===== src/rtl/uart_pkg.sv =====
// Shared UART definitions: receiver state encoding and
// default frame parameters.
package uart_pkg;

  typedef enum logic [1:0] {
    IDLE  = 2'd0,
    START = 2'd1,
    DATA  = 2'd2,
    STOP  = 2'd3
  } rx_state_t;

  localparam int DBIT_DEF    = 8;
  localparam int SB_TICK_DEF = 16;

endpackage


===== src/rtl/uart_rx_sync_2ff.sv =====
// Two-flop synchronizer for the asynchronous rx line.
// Ports: clk, reset_n, d (async in), q (sync out), both flops reset to 1.
module sync_2ff (
  input  logic clk,
  input  logic reset_n,
  input  logic d,
  output logic q
);

  logic meta;

  always_ff @(posedge clk or negedge reset_n) begin
    if (!reset_n) begin
      meta <= 1'b1;
      q    <= 1'b1;
    end else begin
      meta <= d;
      q    <= meta;
    end
  end

endmodule


===== src/rtl/uart_rx.sv =====
// UART receiver, 16x oversampled, LSB first, configurable data/stop length.
// Ports: clk, reset_n, rx, s_tick in; rx_done_tick, dout, frame_err, busy out.
module uart_rx
  import uart_pkg::*;
#(
  parameter int DBIT    = DBIT_DEF,
  parameter int SB_TICK = SB_TICK_DEF
) (
  input  logic       clk,
  input  logic       reset_n,
  input  logic       rx,
  input  logic       s_tick,
  output logic       rx_done_tick,
  output logic [7:0] dout,
  output logic       frame_err,
  output logic       busy
);

  // Stop bits longer than one need a wider tick counter.
  localparam int SW = (SB_TICK > 16) ? 5 : 4;

  logic          rx_s;
  rx_state_t     state, state_n;
  logic [SW-1:0] s, s_n;
  logic [2:0]    n, n_n;
  logic [7:0]    b, b_n;
  logic [7:0]    dout_n;
  logic          ferr_n;
  logic          done_n;

  sync_2ff u_sync (
    .clk     (clk),
    .reset_n (reset_n),
    .d       (rx),
    .q       (rx_s)
  );

  always_ff @(posedge clk or negedge reset_n) begin
    if (!reset_n) begin
      state        <= IDLE;
      s            <= '0;
      n            <= '0;
      b            <= '0;
      dout         <= '0;
      frame_err    <= 1'b0;
      rx_done_tick <= 1'b0;
    end else begin
      state        <= state_n;
      s            <= s_n;
      n            <= n_n;
      b            <= b_n;
      dout         <= dout_n;
      frame_err    <= ferr_n;
      rx_done_tick <= done_n;
    end
  end

  always_comb begin
    state_n = state;
    s_n     = s;
    n_n     = n;
    b_n     = b;
    dout_n  = dout;
    ferr_n  = frame_err;
    done_n  = 1'b0;
    unique case (state)
      IDLE: begin
        if (!rx_s) begin
          state_n = START;
          s_n     = '0;
        end
      end
      START: begin
        if (s_tick) begin
          if (s == SW'(7)) begin
            s_n = '0;
            if (!rx_s) begin
              state_n = DATA;
              n_n     = '0;
            end else begin
              state_n = IDLE;
            end
          end else begin
            s_n = s + 1'b1;
          end
        end
      end
      DATA: begin
        if (s_tick) begin
          if (s == SW'(15)) begin
            s_n = '0;
            b_n = {rx_s, b[7:1]};
            if (n == 3'(DBIT - 1)) begin
              state_n = STOP;
            end else begin
              n_n = n + 1'b1;
            end
          end else begin
            s_n = s + 1'b1;
          end
        end
      end
      STOP: begin
        if (s_tick) begin
          if (s == SW'(SB_TICK - 1)) begin
            state_n = IDLE;
            done_n  = 1'b1;
            // Short words land in the top of b; realign to LSB.
            dout_n  = b >> (8 - DBIT);
            ferr_n  = ~rx_s;
          end else begin
            s_n = s + 1'b1;
          end
        end
      end
    endcase
  end

  assign busy = (state != IDLE);

endmodule


===== config.mk =====
export PLATFORM = sky130hd
export DESIGN_NAME = uart_rx
export DESIGN_NICKNAME = d
export VERILOG_FILES = /design/src/rtl/uart_pkg.sv /design/src/rtl/uart_rx_sync_2ff.sv /design/src/rtl/uart_rx.sv
export SDC_FILE = /design/constraint.sdc
export NUM_CORES = 1
export LEC_CHECK = 0
export ABC_AREA = 0
export CORE_MARGIN = 2
export CORE_UTILIZATION = 50
export DETAILED_ROUTE_END_ITERATION = 8
export PLACE_DENSITY = 0.72
export SLEW_MARGIN = 10
export SYNTH_ARGS = -nofsm -noshare
export SYNTH_HDL_FRONTEND = slang
export SYNTH_HIERARCHICAL = 1
export SYNTH_SLANG_ARGS = --single-unit

===== constraint.sdc =====
create_clock -name clk -period 3.7 [get_ports clk]
set_input_delay 1.11 -clock clk [delete_from_list [all_inputs] [get_ports clk]]
set_output_delay 1.11 -clock clk [all_outputs]
set_load 0.01 [all_outputs]

* After elaboration in Yosys (flattened, before gate mapping)
Cells that the tools add are included.
** Storage, ports and cells
- Flip-flop bits (word level) :: 29
- Word-level logic and storage cells :: 65
- Output and inout bits :: 11
- Bits of input ports :: 4
** Cells by class
- Add/subtract/negate cells :: 2
- Reductions and logical operators :: 8
- Bitwise logic cells :: 1
- Eq/ne operators :: 17
- Muxes and demuxes :: 28
** Operators by type and width (number)
- 4-bit two-way mux :: 7
- 2-bit != test, second input constant :: 11
- 2-bit two-way mux :: 9
- 3-bit two-way mux :: 6
- 4-bit one-hot mux with 4 select lines :: 1
- 2-bit one-hot mux with 4 select lines :: 1
- 8-bit AND reduction :: 1
- 7-bit AND reduction :: 1
- 3-bit one-hot mux with 2 select lines :: 1
- 3-bit AND reduction :: 2
- 5-bit AND reduction :: 1
- 4-bit by 1-bit adder with 4-bit output, second input constant :: 1
- 2-bit == test, second input constant :: 2
- 4-bit by 3-bit == test with 1-bit output, second input constant :: 1
- 4-bit == test, second input constant :: 1
- 2-bit nonzero test :: 2
- 3-bit by 1-bit adder with 3-bit output, second input constant :: 1
- 3-bit == test, second input constant :: 1
- 1-bit two-way mux :: 3
- 2-bit by 1-bit == test with 1-bit output, second input constant :: 1
- 2-bit zero test :: 1
- 1-bit NOT :: 1

* Depth between registers and ports, before layout
- Word-level depth :: 5
- Gate-level depth with buffers :: 6
- Mapped depth without buffers :: 6

* Modules after synthesis
The synthesis kept the hierarchy.
** Modules (own cells, without submodules)
- uart_rx :: sequential area each 675.6 um^2, cells each 106, times used 1, area each 1263.7 um^2
- sync_2ff :: sequential area each 52.6 um^2, cells each 2, times used 1, area each 52.6 um^2

* Worst setup path before layout
Ideal clock, no wire load.
- Path type :: input -> register
- Start point :: input port s_tick
- End point :: register dout[0]
- Stages on the path :: 3
- Arrival time :: 1819 ps
- Buffers on the path :: 0
- Setup slack :: 1756 ps
- Required time :: 3575 ps
- Library setup time :: 125 ps
- Cell sequence :: nand3_1 -> nor2_4 -> mux2_2
** On the way
- Cells in the longest elaborated chain, start to end :: 1
** RTL lines
- start, declared :: RTL line uart_rx.sv:12 : input logic s_tick,
- 3-bit AND reduction (no line)
- end signal, assigned :: RTL line uart_rx.sv:52 : dout <= dout_n;
- end, declared :: RTL line uart_rx.sv:14 : output logic [7:0] dout,
Every way passes these cells.
A chain may end at the register's enable or synchronous reset.

* Worst setup path in the final report
- Start point :: register state[0]
- End point :: output port busy
** On the way
- Cells in the longest elaborated chain, start to end :: 1
** RTL lines
- start, declared :: RTL line uart_rx.sv:23 : rx_state_t state, state_n;
- start signal, assigned :: RTL line uart_rx.sv:48 : state <= state_n;
- 2-bit nonzero test :: RTL line uart_rx.sv:119 : assign busy = (state != IDLE);
- end, declared :: RTL line uart_rx.sv:16 : output logic busy
Every way passes these cells.

==> reports/metrics.csv <==
metric;value;unit
slowest_delay;0.59;ns
post_cts_buffers;0;
slew_violations;0;
ir_worst_vdd;0.402;mV
io_pins;15;
die-area;0.00306;mm2
worst-r2r-cell-count;4;
finalNonFillerCells;155;
place_hpwl;1.46;mm
drv_cap;0;
yosysTopAreaCell;dfrtp_1;
p_clk_frac;0.263;
slew_headroom;0.739;
grt_overflow;0;
place_area;0.00147;mm2
crit_path_end;busy;
crit_fanout;15;
ys_top_cells_by_area;dfrtp_1 (51%), mux2_2 (12%), dfstp_2 (4.0%);
yosysTopAreaCellShare;0.513;
ys.flop_type;dfrtp_1;
antennaDiodeCount;0;
arrival;1.73;ns
std_cell_rows;18;
syn_avg_cell_area;12.2;um2
nets;131;
cts_tree;yes;
period_needed;2.84;ns
rsz0062_at_grt;false;
start_util;0.531;
finClkSkew;0.00835;ns
synthCells;108;
cp.required;2.59;ns
ant_nets;0;
rrSetupSlack;1.97;ns
drc;0;
end_kind;output pin;
path_cells;or2_1 > clkdlybuf4s50_1;
fin_area;0.00154;mm2
status;finished clean;
cts_htree_levels;2;
worst_pin_slew;0.385;ns
area_growth;17.2;%
via_count;870;
drtIter0Drc;28;
clock-sinks;29;
setup.worst_path.start;state[0];
grt_max_degree;30;
detail_route.wl_per_cell;13.9;um
crit_type;reg -> out;
clk_path_buf_depth;2;
powerDensity;528;mW/mm2
synth_edf_count;0;
cts_buffers;5;
synth-seq-cells;29;
timing.hold.ws;0.362;ns
die_w;55.3;um
cts.clk_slew.worst_paths;0.08;ns
total_power;0.000815;W
ctsResizeCount;0;
intPower;0.000554;W
timing.fmax;352;MHz
grtUsageTotal;0.166;
core;0.00248;mm2
synth_commonest_cells;dfrtp_1 (27), mux2_2 (14), o21ai_0 (6);
worstHoldPathType;reg -> reg;
insertion_delay;0.33;ns
synth_nets;115;
async_reset_ff_frac;1.00;
dpl.cell_count;147;
wl;2.15;mm
r2r-start;s[0];
netlist_area;0.00132;mm2
cts_root_buf;clkbuf_4;
yosysUniqueCellTypes;31;
antenna_found_initial;0;
dieHeight;55.3;um
hold_buffers;0;
firstDrtPassIters;4;
p_leak;0.708;nW
vias_per_cell;5.61;
seq_area_frac_synth;0.553;
period_share;0.768;
yosys_warnings;6;
grt_pass1_wl;3.85;mm
power.switching;0.000261;W
switching_share;0.320;
yosysMostFrequentCell;dfrtp_1;
crit_path_top_delay_cell;dfrtp_1;
p_comb_frac;0.221;
setup_tns;0;ns
setup.worst_path.start_class;flop;
finalSetupViolations;0;
rr_endpoint;dout[2];
p_seq_frac;0.516;
gp_congestion;0.700;
layout-drive-gt1-share;0.232;
grt_pass1_vias;903;
hold_viol;0;
io_buffer_count;14;
[worst min-delay path by stage]
stage | startpoint | endpoint | slack (ns) | cells past startpoint
3_5_place_dp | u_sync/meta | u_sync/q | 0.35 | 0
4_1_cts | u_sync/meta | u_sync/q | 0.36 | 0
3_3_place_gp | u_sync/meta | u_sync/q | 0.35 | 0
6_report | u_sync/meta | u_sync/q | 0.36 | 0
2_1_floorplan | u_sync/meta | u_sync/q | 0.35 | 0
5_1_grt | u_sync/meta | u_sync/q | 0.38 | 0
[critical path: cells and delay by family (launching register included)]
family                 cells  cell delay (ns)
and+or+nand+nor            1             0.25
DFF                        1             0.59
buffers and inverters      1             0.57
[area by class of cell]
type | count | area [um2]
well taps | 30 | 37.5
clock buffers | 7 | 65.1
inverters | 4 | 15.0
fillers | 220 | 935
flip-flops and latches | 29 | 728
repair buffers | 15 | 148
multi-input cells | 69 | 544
clock inverters | 1 | 5.00
[kinds of logic (layout without fill, tap and decap cells)]
group | after synthesis | in the layout | synth area share
flops | 29 | 29 | 0.553
simple gates | 24 | 24 | 0.119
compound gates | 23 | 23 | 0.105
mux | 19 | 19 | 0.162
fa+ha+maj | 3 | 3 | 0.0285
buf+inv | 10 | 27 | 0.0333
[power by group through the flow]
stage	Combinational (W)	Sequential, W	Clock [W]
after global routing	0.000203	0.000430	0.000241
after detailed placement	0.000180	0.000425	0
after floorplan	0.000181	0.000382	0
after CTS	0.000182	0.000419	0.000224
after global placement	0.000175	0.000423	0
final	0.000180	0.000420	0.000215
[stage by stage]
step                worst slack [ns]   util
floorplan                       1.76      -
global placement                1.05  0.594
detailed placement             0.993  0.594
CTS                            0.851  0.623
global route                   0.736  0.623
finish                         0.857  0.623
[cell usage in the layout, fill, tap and decap left out, drive strengths merged, types with 3 or more instances in the layout]
cell           instances
inv                    4
mux2                  18
a21oi                  4
nand3                  3
ha                     3
clkdlybuf4s50         14
clkbuf                 7
nand2                  3
dfrtp                 27
nor2                   6
o21ai                 11
[layer usage]
| metal | track usage | routed length [um] |
|---|---|---|
| met4 | 0.0836 | 53 |
| met1 | 0.187 | 940 |
| met2 | 0.257 | 1040 |
| met5 | 0 | 0 |
| met3 | 0.0867 | 122 |
[sequential cells by signal, summed over array words and instances (netlist names), named ones only]
register / count
dout: 8
n: 3
rx_done_tick: 1
u_sync/q: 1
b: 8
s: 4
state: 1
u_sync/meta: 1
frame_err: 1
No activity file was read; power rests on OpenSTA's default activity.
